===== src/rtl/axis_reg_pkg.sv =====
// rtl/axis_reg_pkg.sv - shared opcodes, status codes, header layout and states for axis_reg_responder
package axis_reg_pkg;

  localparam logic [3:0] OP_READ  = 4'h1;
  localparam logic [3:0] OP_WRITE = 4'h2;

  localparam logic [3:0] ST_OK         = 4'h0;
  localparam logic [3:0] ST_BAD_OPCODE = 4'h1;
  localparam logic [3:0] ST_RANGE      = 4'h2;
  localparam logic [3:0] ST_FRAMING    = 4'h3;

  // Header layout: [31:28] opcode, [27:24] status (response), [15:8] length, [7:0] address
  localparam int OP_LSB   = 28;
  localparam int ST_LSB   = 24;
  localparam int LEN_LSB  = 8;
  localparam int ADDR_LSB = 0;

  typedef enum logic [2:0] {
    S_IDLE,
    S_WR_DATA,
    S_DRAIN,
    S_RESP_HDR,
    S_RD_REQ,
    S_RD_WAIT,
    S_RD_SEND
  } state_t;

endpackage


===== src/rtl/axis_reg_responder.sv =====
// rtl/axis_reg_responder.sv - executes stream read/write requests on a register bus
// and returns one response packet per request.
module axis_reg_responder
  import axis_reg_pkg::*;
#(
  parameter int ADDR_W    = 8,
  parameter int ERR_CNT_W = 16
) (
  input  logic                 clk,
  input  logic                 rst,
  input  logic                 s_axis_tvalid,
  output logic                 s_axis_tready,
  input  logic [31:0]          s_axis_tdata,
  input  logic                 s_axis_tlast,
  input  logic [3:0]           s_axis_tid,
  input  logic [3:0]           s_axis_tdest,
  output logic                 m_axis_tvalid,
  input  logic                 m_axis_tready,
  output logic [31:0]          m_axis_tdata,
  output logic                 m_axis_tlast,
  output logic [3:0]           m_axis_tkeep,
  output logic [3:0]           m_axis_tstrb,
  output logic [3:0]           m_axis_tid,
  output logic [3:0]           m_axis_tdest,
  output logic                 reg_wr_en,
  output logic                 reg_rd_en,
  output logic [ADDR_W-1:0]    reg_addr,
  output logic [31:0]          reg_wdata,
  input  logic [31:0]          reg_rdata,
  output logic                 busy,
  output logic [ERR_CNT_W-1:0] err_count
);

  state_t      state;
  logic [27:0] hdr;        // request header without its [27:24] field
  logic [3:0]  status;
  logic [7:0]  k;
  logic        ready_q;
  logic        rd_ok;

  logic [7:0]  len, base;
  logic        hs_in, hs_out, last_k;
  logic [3:0]  in_op, chk;
  logic [27:0] in_hdr, fin_src;
  logic        fin, fin_rd;
  logic [3:0]  fin_st;

  function automatic logic [3:0] check_hdr(input logic [3:0] op, input logic [7:0] n,
                                           input logic [7:0] a);
    logic [8:0] last_addr;
    last_addr = {1'b0, a} + {1'b0, n} - 9'd1;
    if (op != OP_READ && op != OP_WRITE) return ST_BAD_OPCODE;
    if (n == 8'd0) return ST_RANGE;
    if (last_addr > 9'((1 << ADDR_W) - 1)) return ST_RANGE;
    if ((a >> ADDR_W) != 8'd0) return ST_RANGE;
    return ST_OK;
  endfunction

  assign in_op   = s_axis_tdata[OP_LSB +: 4];
  assign in_hdr  = {s_axis_tdata[31:28], s_axis_tdata[23:0]};
  assign chk     = check_hdr(in_op, s_axis_tdata[LEN_LSB +: 8], s_axis_tdata[ADDR_LSB +: 8]);
  assign len     = hdr[LEN_LSB +: 8];
  assign base    = hdr[ADDR_LSB +: 8];
  assign last_k  = (k == len - 8'd1);
  assign hs_in   = s_axis_tvalid & ready_q;
  assign hs_out  = m_axis_tvalid & m_axis_tready;
  assign fin_src = (state == S_IDLE) ? in_hdr : hdr;

  assign s_axis_tready = ready_q;
  assign m_axis_tkeep  = 4'hF;
  assign m_axis_tstrb  = 4'hF;
  assign busy          = (state != S_IDLE);
  assign reg_wr_en     = (state == S_WR_DATA) & hs_in;
  assign reg_rd_en     = (state == S_RD_REQ);
  assign reg_addr      = base[ADDR_W-1:0] + k[ADDR_W-1:0];
  assign reg_wdata     = reg_wr_en ? s_axis_tdata : 32'd0;

  // Request packet ends this cycle: the response header goes out next cycle.
  always_comb begin
    fin    = 1'b0;
    fin_st = ST_OK;
    fin_rd = 1'b0;
    if (hs_in && s_axis_tlast) begin
      case (state)
        S_IDLE: begin
          fin    = 1'b1;
          fin_st = (chk != ST_OK) ? chk : (in_op == OP_WRITE) ? ST_FRAMING : ST_OK;
          fin_rd = (chk == ST_OK) && (in_op == OP_READ);
        end
        S_WR_DATA: begin
          fin    = 1'b1;
          fin_st = last_k ? ST_OK : ST_FRAMING;
        end
        S_DRAIN: begin
          fin    = 1'b1;
          fin_st = status;
        end
        default: ;
      endcase
    end
  end

  always_ff @(posedge clk) begin
    if (rst) begin
      state         <= S_IDLE;
      hdr           <= '0;
      status        <= ST_OK;
      k             <= '0;
      ready_q       <= 1'b0;
      rd_ok         <= 1'b0;
      m_axis_tvalid <= 1'b0;
      m_axis_tdata  <= '0;
      m_axis_tlast  <= 1'b0;
      m_axis_tid    <= '0;
      m_axis_tdest  <= '0;
      err_count     <= '0;
    end else begin
      case (state)
        S_IDLE: begin
          ready_q <= 1'b1;
          if (hs_in) begin
            hdr          <= in_hdr;
            m_axis_tid   <= s_axis_tid;
            m_axis_tdest <= s_axis_tdest;
            k            <= '0;
            if (!s_axis_tlast) begin
              if (chk != ST_OK) begin
                status <= chk;
                state  <= S_DRAIN;
              end else if (in_op == OP_WRITE) begin
                state <= S_WR_DATA;
              end else begin
                status <= ST_FRAMING;
                state  <= S_DRAIN;
              end
            end
          end
        end
        S_WR_DATA: begin
          if (hs_in && !s_axis_tlast) begin
            if (last_k) begin
              status <= ST_FRAMING;
              state  <= S_DRAIN;
            end else begin
              k <= k + 8'd1;
            end
          end
        end
        S_DRAIN: ;
        S_RESP_HDR: begin
          if (hs_out) begin
            m_axis_tvalid <= 1'b0;
            if (rd_ok) begin
              state <= S_RD_REQ;
            end else begin
              state   <= S_IDLE;
              ready_q <= 1'b1;
              if (status != ST_OK && !(&err_count)) err_count <= err_count + ERR_CNT_W'(1);
            end
          end
        end
        S_RD_REQ: state <= S_RD_WAIT;
        S_RD_WAIT: begin
          m_axis_tdata  <= reg_rdata;
          m_axis_tvalid <= 1'b1;
          m_axis_tlast  <= last_k;
          state         <= S_RD_SEND;
        end
        S_RD_SEND: begin
          if (hs_out) begin
            m_axis_tvalid <= 1'b0;
            m_axis_tlast  <= 1'b0;
            if (last_k) begin
              state   <= S_IDLE;
              ready_q <= 1'b1;
            end else begin
              k     <= k + 8'd1;
              state <= S_RD_REQ;
            end
          end
        end
        default: state <= S_IDLE;
      endcase

      if (fin) begin
        state         <= S_RESP_HDR;
        ready_q       <= 1'b0;
        status        <= fin_st;
        rd_ok         <= fin_rd;
        m_axis_tvalid <= 1'b1;
        m_axis_tdata  <= {fin_src[27:24], fin_st, fin_src[23:0]};
        m_axis_tlast  <= !fin_rd;
      end
    end
  end

endmodule


===== config.mk =====
export PLATFORM = sky130hd
export DESIGN_NAME = axis_reg_responder
export DESIGN_NICKNAME = d
export VERILOG_FILES = /design/src/rtl/axis_reg_pkg.sv /design/src/rtl/axis_reg_responder.sv
export SDC_FILE = /design/constraint.sdc
export NUM_CORES = 1
export LEC_CHECK = 0
export BUFFER_PORTS_ARGS = -buffer_cell sky130_fd_sc_hd__clkbuf_2
export CORE_ASPECT_RATIO = 2
export CORE_UTILIZATION = 40
export CTS_CLUSTER_SIZE = 14
export DETAILED_ROUTE_END_ITERATION = 10
export GPL_TIMING_DRIVEN = 0
export HOLD_SLACK_MARGIN = 0.06
export PLACE_DENSITY = 0.62
export SYNTH_ARGS = -nofsm -noshare
export SYNTH_HDL_FRONTEND = slang
export SYNTH_SLANG_ARGS = --single-unit

===== constraint.sdc =====
create_clock -name clk -period 3.7 [get_ports clk]
set_input_delay 0.74 -clock clk [delete_from_list [all_inputs] [get_ports clk]]
set_output_delay 0.74 -clock clk [all_outputs]
set_load 0.005 [all_outputs]

==> Word level (Yosys, flattened, before mapping) <==
Index checks and enable logic that the tools add are counted.
{ "totals": {"ff_bits": 103, "elab_cells": 150} }
{ "classes": {"add_sub_neg": 6, "n_lt_le_gt_ge": 1, "n_eq_ne": 28, "muxes": 64, "bitwise_logic": 5, "n_reduce_logical": 33} }
{ "op_table": {"columns": ["op", "count"], "rows": [
  ["32-bit 2-to-1 mux", 3],
  ["4-bit 2-to-1 mux", 16],
  ["8-bit 2-to-1 mux", 4],
  ["28-bit 2-to-1 mux", 1],
  ["3-bit 2-to-1 mux", 8],
  ["8-bit one-hot mux with 3 select lines", 1],
  ["3-bit one-hot mux with 7 select lines", 1],
  ["1-bit 2-to-1 mux", 20],
  ["3-bit nonzero test", 6],
  ["16-bit by 1-bit adder with 16-bit output, second input constant", 1],
  ["2-bit != test, second input constant", 8],
  ["16-bit AND reduction", 1],
  ["3-bit != test, second input constant", 5],
  ["7-bit AND reduction", 2],
  ["4-bit one-hot mux with 3 select lines", 1],
  ["2-bit 2-to-1 mux", 5],
  ["8-bit by 8-bit adder with 9-bit output", 1],
  ["3-bit == test, second input constant", 3],
  ["9-bit by 8-bit > comparator with 1-bit output, second input constant", 1],
  ["9-bit by 1-bit subtractor with 9-bit output, second input constant", 1],
  ["8-bit by 1-bit adder with 8-bit output, second input constant", 1],
  ["8-bit adder", 1],
  ["8-bit == test", 1],
  ["8-bit zero test", 1],
  ["other kinds (28)", 44]
]} }

==> Logic depth before layout (Yosys ltp) <==
Gate-level depths: netlist (run 1).
{ "depth": {"word_depth": 19, "ltp_mapped": 12} }

==> Worst setup path before layout (run 1) <==
No wires, ideal clock.
{ "synth_timing": {"kind": "input to register", "from": "input s_axis_tdata[5]", "to": "register status[2]", "setup_ps": 116, "arrival_time_ps": 3023, "setup_slack_ps": 561, "stages": 12, "cell_sequence": "inv_1 > ha_1 > inv_1 > ha_1 > or4_1 > o21ai_0 > o21ai_0 > and3b_1 > clkbuf_1 > a311oi_1 > nand2b_1 > o211a_1"} }
{ "synth_between": {"elab_chain_len": 15, "elab_cells_between_ends": 22, "cone_classes": "add/sub (2); order compare (1); eq/ne (1); mux (16); reduce/logical (2)"} }
{ "synth_lines": {"columns": ["item", "line_no", "rtl"], "rows": [
  ["from (decl)", "axis_reg_responder.sv:13", "input logic [31:0] s_axis_tdata,"],
  ["8-bit by 8-bit adder with 9-bit output (*)", "axis_reg_responder.sv:51", "last_addr = {1'b0, a} + {1'b0, n} - 9'd1;"],
  ["9-bit by 1-bit subtractor with 9-bit output (*)", "axis_reg_responder.sv:51", null],
  ["9-bit by 8-bit > comparator with 1-bit output (*)", "axis_reg_responder.sv:54", "if (last_addr > 9'((1 << ADDR_W) - 1)) return ST_RANGE;"],
  ["1-bit 2-to-1 mux (2 in a row)", "axis_reg_responder.sv:54", null],
  ["1-bit 2-to-1 mux", "axis_reg_responder.sv:53", "if (n == 8'd0) return ST_RANGE;"],
  ["4-bit 2-to-1 mux (*)", "axis_reg_responder.sv:55", "if ((a >> ADDR_W) != 8'd0) return ST_RANGE;"],
  ["4-bit 2-to-1 mux (*)", "axis_reg_responder.sv:54", null],
  ["4-bit 2-to-1 mux (*)", "axis_reg_responder.sv:53", null],
  ["4-bit nonzero test", "axis_reg_responder.sv:87, axis_reg_responder.sv:127", null],
  ["4-bit 2-to-1 mux", "axis_reg_responder.sv:127", "if (chk != ST_OK) begin"],
  ["4-bit 2-to-1 mux", "axis_reg_responder.sv:126", "if (!s_axis_tlast) begin"],
  ["4-bit 2-to-1 mux", "axis_reg_responder.sv:121", "if (hs_in) begin"],
  ["4-bit one-hot mux with 2 select lines", "axis_reg_responder.sv:118", "case (state)"],
  ["4-bit 2-to-1 mux", "axis_reg_responder.sv:185", "if (fin) begin"],
  ["to (signal assigned)", "axis_reg_responder.sv:128", "status <= chk;"],
  ["to (signal assigned)", "axis_reg_responder.sv:188", "status <= fin_st;"],
  ["to (decl)", "axis_reg_responder.sv:36", "logic [3:0] status;"]
]} }
Mark *: on every way between the ends. The rest lies on a longest branch, timed or not. The select of a mux whose other input is x is not followed.
A chain may end at the register's enable or synchronous reset.

==> Final worst setup path (run 1) <==
{ "layout_timing": {"from": "register state[2]", "to": "output reg_wdata[24]"} }
{ "layout_between": {"elab_chain_len": 3} }
{ "layout_lines": {"columns": ["item", "line_no", "rtl"], "rows": [
  ["from (decl)", "axis_reg_responder.sv:34", "state_t state;"],
  ["from (signal assigned)", "axis_reg_responder.sv:105", "state <= S_IDLE;"],
  ["from (signal assigned)", "axis_reg_responder.sv:129", "state <= S_DRAIN;"],
  ["from (signal assigned)", "axis_reg_responder.sv:131", "state <= S_WR_DATA;"],
  ["3-bit by 1-bit == test with 1-bit output", "axis_reg_responder.sv:73", "assign reg_wr_en = (state == S_WR_DATA) & hs_in;"],
  ["1-bit bitwise AND", "axis_reg_responder.sv:73", null],
  ["32-bit 2-to-1 mux", "axis_reg_responder.sv:76", "assign reg_wdata = reg_wr_en ? s_axis_tdata : 32'd0;"],
  ["to (decl)", "axis_reg_responder.sv:28", "output logic [31:0] reg_wdata,"]
]} }
Every way passes these cells.

==> flow_summary.yaml, run 1 <==
yosys:
  yosysMostFrequentCell: "nand2_1"
  ys_ff_latch: 103
  syn-cell-area_sq_um: 6000
  syn_avg_cell_area_sq_um: 7.75
  synthTopCellsByCount: "nand2_1 (121), dfxtp_1 (103), nor2_1 (62)"
  ys_async_sr_fraction_pct: 0
  synth_cell_types: 62
  syn_inst: 774
  yosys.area.top_type: "dfxtp_1"
  synth_edf_count: 0
  synth_area_leaders: "dfxtp_1 (34%), nand2_1 (7.6%), mux2i_1 (5.7%)"
  yosysWarnings: 0
  synth-main-ff-cell: "dfxtp_1"
  synth_seq_area_share_pct: 34.4
  yosysTopAreaCellShare_pct: 34.4
sta:
  setup_viol: 0
  fmax_ghz: 0.302
  slew_headroom_pct: 26.5
  layout_setup_ws_ps: 383
  slew_violations: 0
  tightest_slew_ps: 1090
  setup_tns_ps: 0
  period_share_pct: 89.6
  fin_skew_ps: 9.18
  rsz0062_at_grt: "false"
  layout_min_cycle_time_ps: 3320
  hold_viol_final: 0
power_and_ir_drop:
  pwr_density_cell_nw_per_um2: 422
  vdd_ir_drop_max_mv: 0.252
  p_leak_nw: 3.49
worst_setup_path:
  cp-start-kind: "flip-flop"
  crit_family: "simple AND/OR/NAND/NOR gates"
  crit_path_frequent_cell: "clkbuf_1"
  cp_max_fo: 10
  slowest_delay_ps: 530
  cp_num_buf_inv: 3
  rrSetupSlack_ps: 870
  cpMaxStageDelayCell: "nor2_1"
  crit_chain: "clkbuf_1 -> or3b_1 -> nor2_1 -> clkbuf_1 -> and2_1 -> clkbuf_2"
  worst-endpoint-required_ps: 2960
  crit_type: "reg -> out"
  end_kind: "output pin"
  arrival_ps: 2580
floorplan:
  core_area_sq_um: 14700
  pin_count: 187
  dieHeight_um: 175
  die_x_um: 88.6
  start_util_pct: 40.7
  die_area_sq_um: 15500
  num_rows: 63
clock_network:
  clock_latency_ps: 350
  cts.sinks: 103
  cts_buffers: 9
  clk_pin_slew_ps: 70
  post_cts_resized: 0
  cts-root-buf: "clkbuf_16"
  cts_max_path_buffers: 2
  hold_buffers: 0
  tritoncts: "done"
  post-cts-setup-buffers: 0
  htreeDepth: 3
placed_design:
  port_buffers: 178
  placed_cell_area_sq_um: 7160
  dp_hpwl_um: 15900
  pre_cts_slack_ps: 73.7
  place_congestion: 0.880
final_layout:
  nNetsFinal: 1073
  area_growth_pct: 24.2
  fin_area_sq_um: 7450
  antennaDiodeCount: 0
  final_core_util_pct: 50.6
  drive_gt1_share_pct: 21.6
routing:
  route.detailed.drc: 0
  first_pass_iters: 4
  drt-total-wl_um: 20200
  vias: 6222
  wire_per_inst_um: 17.2
  ant_nets: 0
  viasPerCell: 5.32
  first_iter_violations: 251
status:
  status: "finished clean"
grt:
  grt_max_degree: 17
  grt_antenna_before_repair: 0
  overflow: 0
  track_usage_pct: 26.4
  grt_pass1_vias: 5880
  grt_pass1_wl_um: 30800
hold_path:
  hp-class: "reg -> reg"
job:
  cap_violations: 0
## flip-flops by register name, summed over array words and instances, names as in the netlist
| register | cells |
|---|---|
| status | 4 |
| m_axis_tlast | 1 |
| err_count | 16 |
| rd_ok | 1 |
| state | 3 |
| m_axis_tid | 4 |
| hdr | 28 |
| m_axis_tvalid | 1 |
| s_axis_tready | 1 |
| m_axis_tdest | 4 |
| k | 8 |
| m_axis_tdata | 32 |
## routing by layer
metal / GRT usage (%) / wire length [um]
met1: 26.8 / 7380
met2: 50.2 / 11000
met3: 3.97 / 927
met4: 12.5 / 876
met5: 0 / 0
## tightest hold or removal path, stage by stage (launching register included)
cell     delay, ps
dfxtp_1        310
nand2_1         50
a21oi_1         50
## area by class of cell
| class | count | area [sq um] |
|---|---|---|
| Buffer | 59 | 260 |
| Clock buffer | 11 | 233 |
| Clock inverter | 5 | 58.8 |
| Fill cell | 1554 | 7290 |
| Inverter | 48 | 180 |
| Multi-Input combinational cell | 571 | 3520 |
| Sequential cell | 103 | 2060 |
| Tap cell | 195 | 244 |
| Timing Repair Buffer | 178 | 891 |
## layout by cell type (no fill, tap or decap), types with 18 or more instances in the layout
cell type and count:
a211oi_1 41, a21oi_1 60, and2_1 18, clkbuf_1 47
clkbuf_2 178, dfxtp_1 103, ha_1 25, inv_1 47
mux2i_1 34, nand2_1 121, nor2_1 62, nor3_1 26
o21ai_0 18
## path summary, 6_finish.rpt
| check | start | to | depth (start not counted) |
|---|---|---|---|
| worst max-delay path | state[2]$_SDFFE_PP0P_ | reg_wdata[24] | 6 |
| worst min-delay path | hdr[23]$_SDFFE_PP0P_ | hdr[23]$_SDFFE_PP0P_ | 2 |
| worst max register to register | hdr[8]$_SDFFE_PP0P_ | k[2]$_SDFFE_PP0P_ | 10 |
| worst min register to register | hdr[23]$_SDFFE_PP0P_ | hdr[23]$_SDFFE_PP0P_ | 2 |
## stage by stage
| stage | std cells | hold WS [ps] | power, mW |
|---|---|---|---|
| 2_1_floorplan | 781 | 436 | 1.86 |
| 3_3_place_gp | 1154 | 442 | 2.20 |
| 3_5_place_dp | 1154 | 447 | 2.21 |
| 4_1_cts | 1170 | 456 | 3.15 |
| 5_1_grt | 1170 | 476 | 3.32 |
| 6_report | 1170 | 455 | 3.14 |
## kinds of logic after synthesis
logic type,after synthesis,share of synthesized area (%)
AND/OR/NAND/NOR,301,23.4
AO/OA/AOI/OAI,172,19.2
buffers and inverters,107,7.34
flip-flops,103,34.4
multiplexers,34,5.67
XOR/XNOR,30,4.38
adder cells (fa/ha/maj),26,5.55
other,1,0.0625
## power by group
group	internal, mW	switching [mW]
Clock	0.526	0.429
Sequential	1.20	0.0670
Combinational	0.316	0.611
Total	2.04	1.11
(Power assumes the default switching activity.)
==> inputs of run 2 (changes only) <==
- ABC_AREA: not set -> 1
==> flow_summary.yaml, run 2 <==
sta:
  hold_viol_final: 0
  rsz0062_at_grt: "false"
  fmax_ghz: 0.324
  setup_tns_ps: 0
  slew_violations: 0
  layout_min_cycle_time_ps: 3090
  tightest_slew_ps: 768
  setup_viol: 0
  period_share_pct: 83.5
  layout_setup_ws_ps: 612
  fin_skew_ps: 9.91
  slew_headroom_pct: 48.4
routing:
  first_iter_violations: 283
  wire_per_inst_um: 16.3
  route.detailed.drc: 0
  first_pass_iters: 4
  vias: 6707
  drt-total-wl_um: 21400
  viasPerCell: 5.09
  ant_nets: 0
yosys:
  yosys.area.top_type: "dfxtp_1"
  synth_area_leaders: "dfxtp_1 (34%), a21oi_1 (13%), o21ai_0 (9.5%)"
  yosysMostFrequentCell: "a21oi_1"
  syn-cell-area_sq_um: 6060
  ys_ff_latch: 103
  synthTopCellsByCount: "a21oi_1 (155), inv_1 (130), nand2_1 (128)"
  synth_cell_types: 36
  synth_seq_area_share_pct: 34.0
  synth_edf_count: 0
  synth-main-ff-cell: "dfxtp_1"
  yosysWarnings: 0
  syn_inst: 924
  syn_avg_cell_area_sq_um: 6.56
  ys_async_sr_fraction_pct: 0
  yosysTopAreaCellShare_pct: 34.0
final_layout:
  layout_commonest_cell: "clkbuf_2"
  fin_area_sq_um: 7500
  area_growth_pct: 23.7
  largestRegisters: "m_axis_tdata (32), hdr (28), err_count (16)"
  largest-register: "m_axis_tdata"
  stdcell_count: 1318
  drive_gt1_share_pct: 21.4
  multiInputGateArea_sq_um: 3260
  antennaDiodeCount: 0
  largest_reg_flops: 32
  nNetsFinal: 1222
  final_core_util_pct: 50.6
  layout_common_cells: "clkbuf_2 (178), a21oi_1 (155), inv_1 (130)"
  regArea_sq_um: 2060
  fillers: 1652
clock_network:
  clk_pin_slew_ps: 70
  hold_buffers: 0
  cts_buffers: 9
  post_cts_resized: 0
  tritoncts: "done"
  cts_max_path_buffers: 2
  cts-root-buf: "clkbuf_16"
  post-cts-setup-buffers: 0
  cts.sinks: 103
  clock_latency_ps: 350
  htreeDepth: 3
floorplan:
  die_area_sq_um: 15700
  dieHeight_um: 176
  pin_count: 187
  start_util_pct: 40.9
  core_area_sq_um: 14800
  die_x_um: 89.1
  num_rows: 63
power_and_ir_drop:
  p_comb_share_pct: 37.5
  pwr-share-seq_pct: 37.4
  switching_share_pct: 40.6
  p_int_mw: 2.20
  p_leak_nw: 3.69
  switchingPower_mw: 1.50
  pwr_density_cell_nw_per_um2: 494
  vdd_ir_drop_max_mv: 0.231
  clkPwrFrac_pct: 25.1
placed_design:
  placed_cell_area_sq_um: 7220
  place_congestion: 0.911
  pre_cts_slack_ps: 708
  placed_cells: 1303
  dp_hpwl_um: 17000
  port_buffers: 177
hold_path:
  hp-class: "reg -> reg"
  hold_start: "m_axis_tlast$_SDFFE_PP0P_"
grt:
  grt_antenna_before_repair: 0
  grt_pass1_wl_um: 32700
  grt_pass1_vias: 6501
  overflow: 0
  grt_max_degree: 19
  track_usage_pct: 27.9
job:
  cap_violations: 0
worst_setup_path:
  cp_max_fo: 4
  end_kind: "output pin"
  crit_path_end: "reg_addr[6]"
  timing.rr.end: "m_axis_tdata[7]$_SDFFE_PP0P_"
  worst-endpoint-required_ps: 2960
  rr_worst_depth: 9
  startpoint: "k[0]$_SDFFE_PP0P_"
  cp-start-kind: "flip-flop"
  arrival_ps: 2350
  rrSetupSlack_ps: 1370
  crit_type: "reg -> out"
  r2r_start: "s_axis_tready$_SDFFE_PP0P_"
status:
  status: "finished clean"
==> run 2: cell count changes after synthesis, moves of 7 or more <==
cell and change:
and3_1 -13, nor3_1 -13, o21ai_0 +97, clkbuf_1 -17
mux2i_1 -34, and2_1 -18, nor2_1 +44, a211oi_1 -41
nand3_1 +14, or3_1 -10, nand2_1 +7, inv_1 +83
a21oi_1 +95, buf_2 +10
==> run 2: power groups by stage <==
stage,Sequential (mW),Clock [mW],Combinational (mW)
after global routing,1.40,0.981,1.57
after detailed placement,1.41,0,1.38
after CTS,1.39,0.944,1.39
after floorplan,1.38,0,0.907
after global placement,1.41,0,1.37
final,1.39,0.928,1.39
==> run 2: final cells by class <==
cell class,count,area share (%)
repair buffers,177,11.8
multi-input cells,639,43.5
well taps,195,3.25
plain buffers,51,3.25
clock buffers,9,3.00
flip-flops and latches,103,27.5
clock inverters,6,0.734
inverters,138,6.94
==> run 2: stage by stage <==
stage                     hold slack, ps  power (mW)
final                                477        3.71
after detailed placement             462        2.79
after floorplan                      448        2.29
after global routing                 501        3.95
after CTS                            476        3.72
after global placement               455        2.78
==> run 2: worst max-delay path, cell delays in order (launching register included) <==
cell      delay (ps)
dfxtp_1          390
ha_1             200
inv_1             60
fa_1             400
o21ai_0          320
a21oi_1          110
o21ai_0          200
xor2_1           190
clkbuf_2         140
==> run 2: worst min-delay path by stage <==
stage	end	cells after the start
after floorplan	hdr[0]$_SDFFE_PP0P_	2
after global placement	m_axis_tlast$_SDFFE_PP0P_	2
after detailed placement	m_axis_tlast$_SDFFE_PP0P_	2
after CTS	m_axis_tlast$_SDFFE_PP0P_	2
after global routing	m_axis_tlast$_SDFFE_PP0P_	2
final	m_axis_tlast$_SDFFE_PP0P_	2
==> run 2: kinds of logic after synthesis <==
group | Yosys count | share of synthesized area (%)
AO/OA/AOI/OAI | 281 | 23.5
AND/OR/NAND/NOR | 303 | 21.3
adder cells (fa/ha/maj) | 26 | 5.49
flip-flops | 103 | 34.0
XOR/XNOR | 21 | 3.03
buffers and inverters | 189 | 12.6
other | 1 | 0.0618
==> run 2: per-layer routing <==
layer	routed length [um]	share of wire, %	up-vias	track usage (%)
met2	11700	55	220	52.0
met5	0	0	-	0
li1	-	-	3365	-
met1	7530	35	3063	27.2
met4	1250	5.8	0	17.4
met3	930	4.3	59	5.00
